### src/rtl/pkt_rr_arbiter_if.sv
`default_nettype none
// ============================================================================
// Module   : pkt_rr_arbiter_if
// Brief    : Upstream request bundle and downstream stream of the packet arbiter.
// Revision : 1.0 - initial release
// ============================================================================
interface pkt_rr_arbiter_if #(
    parameter int NUM_REQ = 4,
    parameter int DATA_W  = 32
);
    localparam int ID_W = (NUM_REQ > 1) ? $clog2(NUM_REQ) : 1;

    logic [NUM_REQ-1:0]        req_valid;
    logic [NUM_REQ*DATA_W-1:0] req_data;
    logic [NUM_REQ-1:0]        req_last;
    logic [NUM_REQ-1:0]        req_ready;
    logic                      out_valid;
    logic [DATA_W-1:0]         out_data;
    logic                      out_last;
    logic [ID_W-1:0]           out_id;
    logic                      out_ready;

    // master is the arbiter side, slave is the surrounding environment
    modport master (
        input  req_valid, req_data, req_last, out_ready,
        output req_ready, out_valid, out_data, out_last, out_id
    );

    modport slave (
        output req_valid, req_data, req_last, out_ready,
        input  req_ready, out_valid, out_data, out_last, out_id
    );
endinterface
`default_nettype wire

### src/rtl/pkt_rr_arbiter.sv
`default_nettype none
// ============================================================================
// Module   : pkt_rr_arbiter
// Brief    : Per-packet round-robin arbiter with a registered output stage.
// Revision : 1.0 - initial release
// ============================================================================
module pkt_rr_arbiter #(
    parameter int NUM_REQ = 4,
    parameter int DATA_W  = 32
) (
    input  logic             clk,
    input  logic             rst,
    pkt_rr_arbiter_if.master bus
);
    localparam int              ID_W       = (NUM_REQ > 1) ? $clog2(NUM_REQ) : 1;
    localparam logic [ID_W-1:0] c_last_idx = ID_W'(NUM_REQ - 1);

    typedef enum logic [0:0] {
        ST_ARB  = 1'b0,
        ST_LOCK = 1'b1
    } state_t;

    state_t              r_state;
    state_t              w_state_nxt;
    logic [ID_W-1:0]     r_ptr;
    logic [ID_W-1:0]     w_ptr_nxt;
    logic [ID_W-1:0]     r_owner;
    logic [ID_W-1:0]     w_owner_nxt;

    logic                w_load;
    logic                w_hi_found;
    logic [ID_W-1:0]     w_hi_idx;
    logic [ID_W-1:0]     w_lo_idx;
    logic [ID_W-1:0]     w_winner;
    logic [ID_W-1:0]     w_sel;
    logic [ID_W-1:0]     w_sel_inc;
    logic                w_sel_valid;
    logic                w_sel_last;
    logic [DATA_W-1:0]   w_sel_data;
    logic                w_accept;
    logic [NUM_REQ-1:0]  w_ready;

    logic                r_out_valid;
    logic [DATA_W-1:0]   r_out_data;
    logic                r_out_last;
    logic [ID_W-1:0]     r_out_id;

    assign w_load = ~r_out_valid | bus.out_ready;

    // Rotating priority: the lowest valid index at or above ptr wins,
    // otherwise the lowest valid index overall (wrap-around).
    always_comb begin
        w_hi_found = 1'b0;
        w_hi_idx   = '0;
        w_lo_idx   = '0;
        for (int i = NUM_REQ - 1; i >= 0; i--) begin
            if (bus.req_valid[i]) begin
                w_lo_idx = ID_W'(i);
                if (ID_W'(i) >= r_ptr) begin
                    w_hi_found = 1'b1;
                    w_hi_idx   = ID_W'(i);
                end
            end
        end
        w_winner = w_hi_found ? w_hi_idx : w_lo_idx;
    end

    assign w_sel = (r_state == ST_LOCK) ? r_owner : w_winner;

    always_comb begin
        w_sel_valid = 1'b0;
        w_sel_last  = 1'b0;
        w_sel_data  = '0;
        for (int i = 0; i < NUM_REQ; i++) begin
            if (ID_W'(i) == w_sel) begin
                w_sel_valid = bus.req_valid[i];
                w_sel_last  = bus.req_last[i];
                w_sel_data  = bus.req_data[i*DATA_W +: DATA_W];
            end
        end
    end

    assign w_accept  = w_sel_valid & w_load & ~rst;
    assign w_sel_inc = (w_sel == c_last_idx) ? '0 : w_sel + ID_W'(1);

    always_comb begin
        for (int i = 0; i < NUM_REQ; i++) begin
            w_ready[i] = w_accept && (ID_W'(i) == w_sel);
        end
    end

    assign bus.req_ready = w_ready;

    always_comb begin
        w_state_nxt = r_state;
        w_ptr_nxt   = r_ptr;
        w_owner_nxt = r_owner;
        if (w_accept) begin
            if (w_sel_last) begin
                w_ptr_nxt   = w_sel_inc;
                w_state_nxt = ST_ARB;
            end else begin
                w_owner_nxt = w_sel;
                w_state_nxt = ST_LOCK;
            end
        end
    end

    always_ff @(posedge clk or posedge rst) begin
        if (rst) begin
            r_state <= ST_ARB;
            r_ptr   <= '0;
            r_owner <= '0;
        end else begin
            r_state <= w_state_nxt;
            r_ptr   <= w_ptr_nxt;
            r_owner <= w_owner_nxt;
        end
    end

    // Data fields only move on an accepted beat; a load without a beat just drops valid.
    always_ff @(posedge clk or posedge rst) begin
        if (rst) begin
            r_out_valid <= 1'b0;
            r_out_data  <= '0;
            r_out_last  <= 1'b0;
            r_out_id    <= '0;
        end else if (w_load) begin
            r_out_valid <= w_accept;
            if (w_accept) begin
                r_out_data <= w_sel_data;
                r_out_last <= w_sel_last;
                r_out_id   <= w_sel;
            end
        end
    end

    assign bus.out_valid = r_out_valid;
    assign bus.out_data  = r_out_data;
    assign bus.out_last  = r_out_last;
    assign bus.out_id    = r_out_id;

endmodule
`default_nettype wire

### src/flat_wrapper.sv
// flat-port wrapper written by rule: the top's interface ports become plain ports
module pkt_rr_arbiter_flat 
#(
    parameter int NUM_REQ = 4,
    parameter int DATA_W  = 32
)
  (clk, rst, bus_req_valid, bus_req_data, bus_req_last, bus_out_ready, bus_req_ready, bus_out_valid, bus_out_data, bus_out_last, bus_out_id);
  pkt_rr_arbiter_if #(.NUM_REQ(NUM_REQ), .DATA_W(DATA_W)) bus_i ();
  input  logic clk;
  input  logic rst;
  input wire logic [$bits(bus_i.req_valid)-1:0] bus_req_valid;
  input wire logic [$bits(bus_i.req_data)-1:0] bus_req_data;
  input wire logic [$bits(bus_i.req_last)-1:0] bus_req_last;
  input wire logic [$bits(bus_i.out_ready)-1:0] bus_out_ready;
  output wire logic [$bits(bus_i.req_ready)-1:0] bus_req_ready;
  output wire logic [$bits(bus_i.out_valid)-1:0] bus_out_valid;
  output wire logic [$bits(bus_i.out_data)-1:0] bus_out_data;
  output wire logic [$bits(bus_i.out_last)-1:0] bus_out_last;
  output wire logic [$bits(bus_i.out_id)-1:0] bus_out_id;
  assign bus_i.req_valid = bus_req_valid;
  assign bus_i.req_data = bus_req_data;
  assign bus_i.req_last = bus_req_last;
  assign bus_i.out_ready = bus_out_ready;
  assign bus_req_ready = bus_i.req_ready;
  assign bus_out_valid = bus_i.out_valid;
  assign bus_out_data = bus_i.out_data;
  assign bus_out_last = bus_i.out_last;
  assign bus_out_id = bus_i.out_id;
  pkt_rr_arbiter #(.NUM_REQ(NUM_REQ), .DATA_W(DATA_W)) u_core (.clk(clk), .rst(rst), .bus(bus_i));
endmodule
### config.mk
export PLATFORM = sky130hd
export DESIGN_NAME = pkt_rr_arbiter_flat
export DESIGN_NICKNAME = d
export VERILOG_FILES = /design/src/rtl/pkt_rr_arbiter_if.sv /design/src/rtl/pkt_rr_arbiter.sv /design/src/flat_wrapper.sv
export SDC_FILE = /design/constraint.sdc
export NUM_CORES = 1
export LEC_CHECK = 0
export CORE_MARGIN = 3
export CORE_UTILIZATION = 30
export CTS_BUF_LIST = sky130_fd_sc_hd__clkbuf_8
export DETAILED_ROUTE_END_ITERATION = 10
export GPL_ROUTABILITY_DRIVEN = 0
export PLACE_DENSITY = 0.72
export RECOVER_POWER = 25
export SETUP_SLACK_MARGIN = 0.2
export SLEW_MARGIN = 0
export SYNTH_ARGS = -nofsm -noshare
export SYNTH_HDL_FRONTEND = slang
export SYNTH_SLANG_ARGS = --single-unit
### constraint.sdc
create_clock -name clk -period 8.2 [get_ports clk]
set_clock_uncertainty 0.15 [all_clocks]
set_input_delay 1.64 -clock clk [delete_from_list [all_inputs] [get_ports clk]]
set_output_delay 1.64 -clock clk [all_outputs]
set_load 0.005 [all_outputs]
# Yosys cells after proc, flatten, opt, wreduce, memory -nomap -nowiden
# Index checks and enable logic that the tools add are counted.
[op_classes] n_addsub=1 order_cmp=4 eq_ne=4 muxes=36 bitwise_logic=6 n_reduce_logical=8
[ops] cell="32-bit 2-to-1 mux" n=4
[ops] cell="2-bit 2-to-1 mux" n=15
[ops] cell="1-bit 2-to-1 mux" n=17
[ops] cell="2-bit AND reduction" n=3
[ops] cell="2-bit equality test (first input constant)" n=2
[ops] cell="1-bit by 2-bit >= comparator with 1-bit output (first input constant)" n=2
[ops] cell="2-bit >= comparator (first input constant)" n=2
[ops] cell="1-bit logical AND" n=4
[ops] cell="1-bit NOT" n=3
[ops] cell="2-bit by 1-bit adder with 2-bit output (second input constant)" n=1
[ops] cell="1-bit AND" n=2
[ops] cell="1-bit by 2-bit equality test with 1-bit output (first input constant)" n=1
[ops] cell="2-bit equality test (second input constant)" n=1
[ops] cell="2-bit logical NOT" n=1
[ops] cell="1-bit bitwise OR" n=1
[word_totals] ff_bits=41 inputBits=139 output_inout_bits=40 wordCells=66

# Logic depth before layout (Yosys ltp)
# Gate-level depths: netlist of run 1.
[depth] depth_word=19 mapped_depth=12 mapped_depth_nobuf=9

# Least setup slack after synthesis of run 1
# Ideal clock, no wire load.
[synth_path] path_type="input port to output port" from="input port bus_req_valid[2]" to="output port bus_req_ready[2]" arrival_ps=3644 t_required_ps=6410 slack_ps=2766 cell_stages=12 path_buffers=3 cell_sequence="mux2i_1 -> nor2_1 -> o41ai_2 -> inv_1 -> ha_1 -> buf_2 -> nor3b_1 -> a211oi_4 -> nand2_1 -> buf_6 -> buf_6 -> nor2_1"
[synth_between] elab_chain_len=15 word_cells_on_any_way=26 cone_classes="eq/ne: 3; mux: 19; bitwise: 2; reduce/logical: 2"
[synth_rtl] element="from (decl)" line="flat_wrapper.sv:11" rtl="input wire logic [$bits(bus_i.req_valid)-1:0] bus_req_valid;"
[synth_rtl] element="2-bit 2-to-1 mux or 1-bit 2-to-1 mux (tied branches)" line="pkt_rr_arbiter.sv:57" rtl="if (bus.req_valid[i]) begin"
[synth_rtl] element="2-bit 2-to-1 mux or 1-bit 2-to-1 mux (tied branches)" line="pkt_rr_arbiter.sv:59" rtl="if (ID_W'(i) >= r_ptr) begin"
[synth_rtl] element="2-bit 2-to-1 mux or 1-bit 2-to-1 mux (tied branches)" line="pkt_rr_arbiter.sv:57"
[synth_rtl] element="2-bit 2-to-1 mux or 1-bit 2-to-1 mux (tied branches)" line="pkt_rr_arbiter.sv:59"
[synth_rtl] element="2-bit 2-to-1 mux or 1-bit 2-to-1 mux (tied branches)" line="pkt_rr_arbiter.sv:57"
[synth_rtl] element="2-bit 2-to-1 mux (*)" line="pkt_rr_arbiter.sv:65" rtl="w_winner = w_hi_found ? w_hi_idx : w_lo_idx;"
[synth_rtl] element="2-bit 2-to-1 mux (*)" line="pkt_rr_arbiter.sv:68" rtl="assign w_sel = (r_state == ST_LOCK) ? r_owner : w_winner;"
[synth_rtl] element="net u_core.w_sel[0]" line="pkt_rr_arbiter.sv:35" rtl="logic [ID_W-1:0] w_sel;"
[synth_rtl] element="2-bit logical NOT" line="pkt_rr_arbiter.sv:75" rtl="if (ID_W'(i) == w_sel) begin"
[synth_rtl] element="1-bit 2-to-1 mux (4 in a row)" line="pkt_rr_arbiter.sv:75"
[synth_rtl] element="1-bit AND (2 in a row)" line="pkt_rr_arbiter.sv:83" rtl="assign w_accept = w_sel_valid & w_load & ~rst;"
[synth_rtl] element="1-bit logical AND (*)" line="pkt_rr_arbiter.sv:88" rtl="w_ready[i] = w_accept && (ID_W'(i) == w_sel);"
[synth_rtl] element="to (decl)" line="flat_wrapper.sv:15" rtl="output wire logic [$bits(bus_i.req_ready)-1:0] bus_req_ready;"
# Mark *: on every way through the listed nets, which the timed path passes. The rest lies on a longest branch.

# Worst setup path after layout of run 1
# Same ends and word-level chain as after synthesis.

==> results.sh, run 1 <==
export IMPL_synth_compound_gate_area_share=0.237
export IMPL_start_util=0.311
export IMPL_slowest_delay_ns=0.80
export IMPL_grt_pass1_wl_mm=15.0
export IMPL_clock_path_buffers=2
export IMPL_fp_dieW_um=102
export IMPL_synth_area_um2=2740
export IMPL_cp_arrival_ns=5.36
export IMPL_synthMuxAreaShare=0.181
export IMPL_synthCells=282
export IMPL_ys_seq_area_frac=0.375
export IMPL_synth_top_family_by_area="compound AO/OA/AOI/OAI gates"
export IMPL_cts_sinks=41
export IMPL_finalSetupTns_ns=0
export IMPL_rsz0062_at_grt="no"
export IMPL_required_ns=6.41
export IMPL_synth_ff_type="dfrtp_1"
export IMPL_min_from="u_core.bus.out_data[13]$_DFFE_PP0P_"
export IMPL_reg2reg_depth=10
export IMPL_dieArea_um2=10300
export IMPL_vias=2892
export IMPL_r2r_slack_ns=4.31
export IMPL_synth_edf_count=0
export IMPL_synthAdderAreaFrac=0.0183
export IMPL_overflow=0
export IMPL_cp_common_cell="clkdlybuf4s50_1"
export IMPL_ios=179
export IMPL_ys_seq_elements=41
export IMPL_hold_end="u_core.bus.out_data[13]$_DFFE_PP0P_"
export IMPL_leakagePower_nw=1.90
export IMPL_power_density_nw_per_um2=345
export IMPL_portBuffers=178
export IMPL_max_cap_violations=1
export IMPL_async_reset_ff_frac=1.00
export IMPL_cts_tree="yes"
export IMPL_syn_to_final_growth_pct=70.8
export IMPL_antenna_found_initial=0
export IMPL_cts_htree_levels=2
export IMPL_yosys_area_share_simple=0.128
export IMPL_hpwl_mm=7.15
export IMPL_max_vdd_ir_drop_mv=0.188
export IMPL_setup_viol_count_final=0
export IMPL_cts_setup_buffers=0
export IMPL_cts_resized=0
export IMPL_drcViolationCount=0
export IMPL_clk_pin_slew_worst_paths_ns=0.08
export IMPL_final_nets=590
export IMPL_violations="capacitance limit, slew limit"
export IMPL_cpMaxStageDelayCell="ha_1"
export IMPL_wl_per_cell_um=17.1
export IMPL_core_area_um2=8810
export IMPL_via_per_inst=5.20
export IMPL_critPathCaptureType="output pin"
export IMPL_grt_max_degree=43
export IMPL_synthXorXnorAreaFrac=0
export IMPL_die_y_um=102
export IMPL_slew_viol_final=43
export IMPL_startpoint_type="primary input"
export IMPL_cts_root_buf="clkbuf_8"
export IMPL_drtIter0Drc=99
export IMPL_p_total_mw=1.61
export IMPL_syn_avg_cell_area_um2=9.71
export IMPL_max_freq_mhz=140
export IMPL_critPathKind="in -> out"
export IMPL_tightest_slew_ns=2.30
export IMPL_hp_class="reg -> reg"
export IMPL_totalWireLength_mm=9.51
export IMPL_first_global_vias=2992
export IMPL_drtPass1Iterations=5
export IMPL_clkLatencyLatePin_ns=0.29
export IMPL_rows=34
export IMPL_hold_depth=1
export IMPL_diodes=0
export IMPL_outcome="complete, but fails checks"
export IMPL_period_share=0.872
export IMPL_ctsHoldBuffers=0
export IMPL_r2r_start="u_core.r_ptr[1]$_DFFE_PP0P_"
export IMPL_synth_fp_nets=425
export IMPL_yosysUniqueCellTypes=33
export IMPL_cts_buffers=5
export IMPL_r2r_end="u_core.bus.out_data[31]$_DFFE_PP0P_"
export IMPL_grt_use_total=0.182
export IMPL_cp_cell_sequence="clkdlybuf4s50_1 -> nor2b_1 -> a221oi_1 -> o31ai_1 -> ha_1 -> inv_1 -> nor2_1 -> clkdlybuf4s50_1"
export IMPL_ant_nets=0
export IMPL_path_max_fanout=32
export IMPL_hold_viol=0
export IMPL_drive_gt1_frac=0.0826
export IMPL_yosys_warnings=0
export IMPL_fin_crit_ns=7.15
export IMPL_maxSlewHeadroom=-0.532
## metrics by stage
stage	std cells	setup slack [ns]	utilization	hold slack (ns)	area [um2]
detailed placement	548	1.04	0.520	0.330	4580
finish	556	1.05	0.531	0.341	4680
floorplan	282	2.77	-	0.329	2740
CTS	556	1.04	0.532	0.348	4680
global placement	548	1.25	0.520	0.324	4580
global route	556	0.791	0.531	0.366	4680
## cells in the mapped netlist (4+ instances only)
library cell	instances	area share
buf_2	6	0.011
clkbuf_1	14	0.019
mux2_1	18	0.074
dfrtp_1	41	0.37
nor2_1	33	0.045
o31ai_1	32	0.088
a221oi_1	33	0.11
inv_1	10	0.014
mux2_4	16	0.088
nand2_1	36	0.049
a21oi_1	5	0.0091
ha_1	4	0.018
## per-layer routing
layer  GRT usage  wire (um)
met1       0.230       3950
met2       0.318       4900
met3      0.0393        624
met4      0.0368         42
met5           0          0
## worst max-delay path by stage
stage	from	endpoint	slack (ns)	cells past startpoint
6_report	bus_req_valid[2]	bus_req_ready[2]	1.05	8
5_1_grt	bus_req_valid[2]	bus_req_ready[2]	0.79	8
4_1_cts	bus_req_valid[2]	bus_req_ready[2]	1.04	8
3_5_place_dp	bus_req_valid[2]	bus_req_ready[2]	1.04	8
3_3_place_gp	bus_req_valid[2]	bus_req_ready[2]	1.25	8
2_1_floorplan	bus_req_valid[2]	bus_req_ready[2]	2.77	12
## state kept, by name (all words and copies together) (netlist names)
| signal | cells |
|---|---|
| u_core.bus.out_data | 32 |
| u_core.bus.out_id | 2 |
| u_core.r_owner | 2 |
| u_core.r_ptr | 2 |
| u_core.bus.out_last | 1 |
| u_core.bus.out_valid | 1 |
| u_core.r_state | 1 |
## logic make-up after synthesis
kind of cell	after synthesis
DFF	41
AOI/OAI and AO/OA	80
adders and majority gates	4
muxes	39
and+or+nand+nor	82
buffers and inverters	36
## cell usage in the layout (no fill, tap or decap), drive strengths merged, types with 3 or more instances in the layout
cell type,instances
a21oi,5
clkbuf,8
and3,3
nand2,36
nor2,33
ha,4
a221oi,33
dfrtp,41
buf,5
mux2,37
inv,9
nor2b,3
clkdlybuf4s50,177
o31ai,32
## power breakdown
part	total, mW	internal (mW)	switching (mW)
logic	1.11	0.593	0.518
registers	0.359	0.303	0.0561
clock network	0.143	0.0761	0.0671
## critical path: cells and delay by family
kind,cells,cell delay [ns]
AOI/OAI and AO/OA,2,0.66
adders and majority gates,1,0.80
buffers and inverters,3,1.82
and+or+nand+nor,2,0.44
## final cells by class
cell class | instances | area (um2)
inverters | 10 | 37.5
well taps | 108 | 135
fillers | 784 | 4130
multi-input cells | 205 | 1550
clock buffers | 7 | 96.3
clock inverters | 1 | 5.00
flip-flops and latches | 41 | 1030
repair buffers | 184 | 1820
(Power assumes the default switching activity.)
==> inputs of run 2 (changes only) <==
- CORE_MARGIN: 3 -> 5
- CORE_UTILIZATION: 30 -> 40
- PLACE_DENSITY: 0.72 -> 0.88
==> run 2 against run 1 <==
Compared with the run above:
- power fell by 0.85%
- largest cell class unchanged
- critical path type unchanged
- the flow still finishes with violations (capacitance limit, slew limit)
- clock-buffer cell count fell by 1
- global-route usage rose by 3.3 points
- sequential share of layout area rose by 0.24 points
==> results.sh, run 2 (synthesis gave the netlist of run 1 again) <==
export IMPL_cts_root_buf="clkbuf_8"
export IMPL_clk_pin_slew_worst_paths_ns=0.07
export IMPL_max_vdd_ir_drop_mv=0.201
export IMPL_largest_register_ffs=32
export IMPL_start_util=0.407
export IMPL_ant_nets=0
export IMPL_wl_per_cell_um=18.2
export IMPL_drtIter0Drc=91
export IMPL_via_per_inst=5.55
export IMPL_dieArea_um2=8600
export IMPL_timing_hold_ws_ns=0.342
export IMPL_clkLatencyLatePin_ns=0.28
export IMPL_critPathCaptureType="output pin"
export IMPL_cts_resized=0
export IMPL_grt_use_total=0.215
export IMPL_path_max_fanout=32
export IMPL_drtPass1Iterations=4
export IMPL_required_ns=6.41
export IMPL_cts_sinks=41
export IMPL_leakagePower_nw=1.89
export IMPL_r2r_start="u_core.r_ptr[1]$_DFFE_PP0P_"
export IMPL_fp_dieW_um=92.7
export IMPL_hold_depth=1
export IMPL_dpl_cell_count=520
export IMPL_slew_viol_final=43
export IMPL_drive_gt1_frac=0.0783
export IMPL_reg2reg_depth=10
export IMPL_die_y_um=92.7
export IMPL_final_common_cell="clkdlybuf4s50_1"
export IMPL_antenna_found_initial=0
export IMPL_max_freq_mhz=140
export IMPL_first_global_vias=2990
export IMPL_hpwl_mm=7.30
export IMPL_rows=30
export IMPL_final_cell_mix="clkdlybuf4s50_1, dfrtp_1, nand2_1"
export IMPL_max_cap_violations=1
export IMPL_totalWireLength_mm=9.60
export IMPL_finalSetupTns_ns=0
export IMPL_p_total_mw=1.60
export IMPL_fin_crit_ns=7.15
export IMPL_dp_slack_ns=1.06
export IMPL_diodes=0
export IMPL_drcViolationCount=0
export IMPL_fillers=532
export IMPL_grt_max_degree=43
export IMPL_overflow=0
export IMPL_power_density_nw_per_um2=346
export IMPL_vias=2923
export IMPL_grt_pass1_wl_mm=14.8
export IMPL_final_nets=590
export IMPL_r2r_end="u_core.bus.out_data[23]$_DFFE_PP0P_"
export IMPL_outcome="complete, but fails checks"
export IMPL_cts_setup_buffers=0
export IMPL_cts_buffers=5
export IMPL_ctsHoldBuffers=0
export IMPL_tightest_slew_ns=2.23
export IMPL_finalWorstSetupSlack_ns=1.05
export IMPL_hold_viol=0
export IMPL_multi_input_area_um2=1550
export IMPL_cts_tree="yes"
export IMPL_register_area_um2=1030
export IMPL_cp_arrival_ns=5.36
export IMPL_rsz0062_at_grt="no"
export IMPL_r2r_slack_ns=4.27
export IMPL_syn_to_final_growth_pct=69.0
export IMPL_critPathKind="in -> out"
export IMPL_ios=179
export IMPL_period_share=0.871
export IMPL_portBuffers=178
export IMPL_stdcell_count=527
export IMPL_core_area_um2=6720
export IMPL_cts_htree_levels=2
export IMPL_setup_viol_count_final=0
export IMPL_maxSlewHeadroom=-0.489
export IMPL_violations="capacitance limit, slew limit"
export IMPL_startpoint_type="primary input"
export IMPL_hold_end="u_core.bus.out_data[19]$_DFFE_PP0P_"
export IMPL_hp_class="reg -> reg"
export IMPL_clock_path_buffers=2
export IMPL_min_from="u_core.bus.out_data[19]$_DFFE_PP0P_"
run 2: worst max path at each step:
stage,startpoint,to,slack (ns),cells past startpoint
after global routing,bus_req_valid[2],bus_req_ready[2],0.78,8
after detailed placement,bus_req_valid[2],bus_req_ready[2],1.06,8
after floorplan,bus_req_valid[2],bus_req_ready[2],2.77,12
final,bus_req_valid[2],bus_req_ready[2],1.05,8
after global placement,bus_req_valid[2],bus_req_ready[2],1.27,8
after CTS,bus_req_valid[2],bus_req_ready[2],1.05,8
run 2: where the power goes:
part | switching (mW) | internal, mW
logic | 0.519 | 0.594
clock network | 0.0632 | 0.0655
registers | 0.0559 | 0.303
run 2: layer usage:
metal  track usage  share of wire
met1         0.248           0.37
met2         0.387           0.52
met3        0.0561          0.087
met4        0.0672          0.022
met5             0              0
run 2: critical path: stages:
cell and delay, ns:
clkdlybuf4s50_1 0.55, nor2b_1 0.19, a221oi_1 0.11, o31ai_1 0.60, ha_1 0.77, inv_1 0.71
nor2_1 0.24, clkdlybuf4s50_1 0.53
run 2: stage by stage:
| stage | utilization | cell area [um2] |
|---|---|---|
| after floorplan | - | 2740 |
| after global placement | 0.676 | 4540 |
| after detailed placement | 0.676 | 4540 |
| after CTS | 0.689 | 4630 |
| after global routing | 0.689 | 4630 |
| final | 0.689 | 4630 |
run 2: area by class of cell:
cell class | instances | share of cell area
repair buffers | 184 | 0.394
multi-input cells | 205 | 0.336
flip-flops and latches | 41 | 0.222
well taps | 80 | 0.0216
clock buffers | 6 | 0.0178
inverters | 10 | 0.00811
clock inverters | 1 | 0.000811
==> RTL edit (config.mk and constraints of run 2) <==
`DATA_W` is set to 32 in 3 places; all go to 48.
--- a/src/rtl/pkt_rr_arbiter_if.sv
+++ b/src/rtl/pkt_rr_arbiter_if.sv
@@ -7,5 +7,5 @@
 interface pkt_rr_arbiter_if #(
     parameter int NUM_REQ = 4,
-    parameter int DATA_W  = 32
+    parameter int DATA_W  = 48
 );
     localparam int ID_W = (NUM_REQ > 1) ? $clog2(NUM_REQ) : 1;
--- a/src/rtl/pkt_rr_arbiter.sv
+++ b/src/rtl/pkt_rr_arbiter.sv
@@ -7,5 +7,5 @@
 module pkt_rr_arbiter #(
     parameter int NUM_REQ = 4,
-    parameter int DATA_W  = 32
+    parameter int DATA_W  = 48
 ) (
     input  logic             clk,
--- a/src/flat_wrapper.sv
+++ b/src/flat_wrapper.sv
@@ -3,5 +3,5 @@
 #(
     parameter int NUM_REQ = 4,
-    parameter int DATA_W  = 32
+    parameter int DATA_W  = 48
 )
   (clk, rst, bus_req_valid, bus_req_data, bus_req_last, bus_out_ready, bus_req_ready, bus_out_valid, bus_out_data, bus_out_last, bus_out_id);
Ports: changed (resized bus_out_data and bus_req_data); port bits go from 179 to 259. The function was not compared with the original's and may differ.
==> RTL edit against run 2 <==
The run still ends with max-capacitance violations, max-slew violations left; routed wire length up 53%; sequential cell count up 16; worst setup slack better by 0.091 ns; final area up 46%; critical path type unchanged; count of clock-buffer cells in the layout up 5; power up 67%; sequential share of layout area down 1.0 points; clock power up 100%; synthesized area up 46%; register-to-register slack worse by 0.37 ns.
==> RTL edit: results (changes against run 2) <==
stage;metric;value;unit;change
placed_design;dpl-instance-area;6540;sq um;+44%
synthesis;synth_area_leaders;dfrtp_1 (36%), mux2_4 (18%), a221oi_1 (11%), o31ai_1 (8.8%), nor2_1 (4.9%);;
drt;drt_iter0_drc;341;;+270%
synthesis;synth_area_per_cell;10.1;sq um;+4.4%
drt;firstDrtPassIters;5;;+1
clock_network;cts_buffers;9;;+4
synthesis;synth_nets;601;;+41%
global_routing;grt.total_usage;22.7;%;+1.2 points
worst_setup_path;startpoint;bus_req_valid[0];;
run;drv_cap;1;;unchanged
drt;wl_per_cell;19.1;um;+5.1%
clock_network;clk_latency;0.32;ns;+0.04 ns
synthesis;yosys-top-cells-count;dfrtp_1 (57), nor2_1 (52), nand2_1 (50);;
power;p_leak;0.00270;uW;+43%
placed_design;place_inst;750;;+44%
finish;layout-drive-gt1-share;12.0;%;+4.2 points
hold_path;hp-start;u_core.r_owner[0];;
clock_network;clk_pin_slew;0.06;ns;
placed_design;port_buffers;258;;+45%
synthesis;yosysUniqueCellTypes;37;;+12%
placed_design;hpwlAfterDp;11000;um;+51%
sta;fmax;142;MHz;+1.3%
worst_setup_path;critPathMaxFanout;53;;+66%
global_routing;grt_first_pass_wirelength;21200;um;+43%
sta;drv_slew;58;;+35%
status;violations;max-capacitance violations, max-slew violations;;
worst_setup_path;slowest_delay;0.72;ns;-0.05 ns
placed_design;dp_worst_setup_slack;1.14;ns;+0.0814 ns
worst_setup_path;cp_data_arrival_time;5.26;ns;-0.10 ns
power;vdd_drop_max;0.000233;V;+16%
global_routing;grt_max_degree;62;;+44%
drt;routed_via_density;5.42;;-2.4%
worst_setup_path;worstReg2RegEnd;u_core.bus.out_data[32];;
sta;max_slew_margin;-101;%;-52 points
worst_setup_path;slowest_stage;a221oi_1;;
finish;largest_reg_flops;48;;+50%
status;run_status;finished with violations;;
finish;fin_nets;835;;+42%
global_routing;grt_pass1_vias;4299;;+44%
drt;routed_wl;14600;um;+53%
clock_network;h-tree-depth;3;;+1
synthesis;ys_seq_area_share;35.7;%;-1.7 points
worst_setup_path;r2r_setup_slack;3.90;ns;-0.37 ns
==> RTL edit: cell types whose count changed in the layout (fill, tap and decap cells not counted), sizes merged, moves of 15 or more <==
cell           before  now
clkdlybuf4s50     177  257
nor2               33   52
mux2               37   53
a221oi             33   49
o31ai              32   47
dfrtp              41   57
==> RTL edit: layout make-up <==
class | count | area (sq um)
Clock inverter | 4 | 43.8
Inverter | 10 | 37.5
Timing Repair Buffer | 262 | 2610
Multi-Input combinational cell | 288 | 2300
Fill cell | 753 | 3040
Sequential cell | 57 | 1430
Clock buffer | 11 | 151
Tap cell | 133 | 166
==> RTL edit: worst min path at each step <==
stage,slack (ns),endpoint
after global placement,0.32,u_core.bus.out_data[32]
after global routing,0.37,u_core.bus.out_data[3]
final,0.34,u_core.r_owner[0]
after CTS,0.35,u_core.r_owner[0]
after detailed placement,0.33,u_core.r_owner[0]
after floorplan,0.31,u_core.r_owner[0]
==> RTL edit: cell families after synthesis <==
| family | Yosys count | synth area share (%) |
|---|---|---|
| simple gates | 115 | 12.4 |
| mux | 55 | 19.9 |
| flops | 57 | 35.7 |
| fa+ha+maj | 4 | 1.25 |
| compound gates | 114 | 23.5 |
| buf+inv | 49 | 7.24 |
==> RTL edit: report_power, final <==
part / total [uW] / switching (uW) / internal, uW / leakage, uW
logic: 1910 / 891 / 1020 / 0.00189
clock network: 260 / 107 / 153 / 0.000106
registers: 513 / 86.5 / 427 / 0.000703
total: 2680 / 1080 / 1600 / 0.00270
==> RTL edit: stage by stage <==
stage	power (uW)	util [%]
after global placement	2350	66.9
after global routing	2880	68.9
after detailed placement	2430	66.9
final	2680	68.9
after CTS	2700	68.9
after floorplan	1840	-
==> RTL edit: metal layers <==
metal,vias to the layer above,wire [um],global-route usage [%]
li1,1942,-,-
met1,1961,5210,24.1
met2,224,7600,41.4
met3,16,1610,7.40
met4,0,208,8.73
met5,-,0,0
==> RTL edit: worst max-delay path, delay by kind of cell <==
kind,cells,cell delay [ns]
AND/OR/NAND/NOR,3,0.48
AO/OA/AOI/OAI,4,1.34
buffers and inverters,4,1.54
adder cells (fa/ha/maj),1,0.27
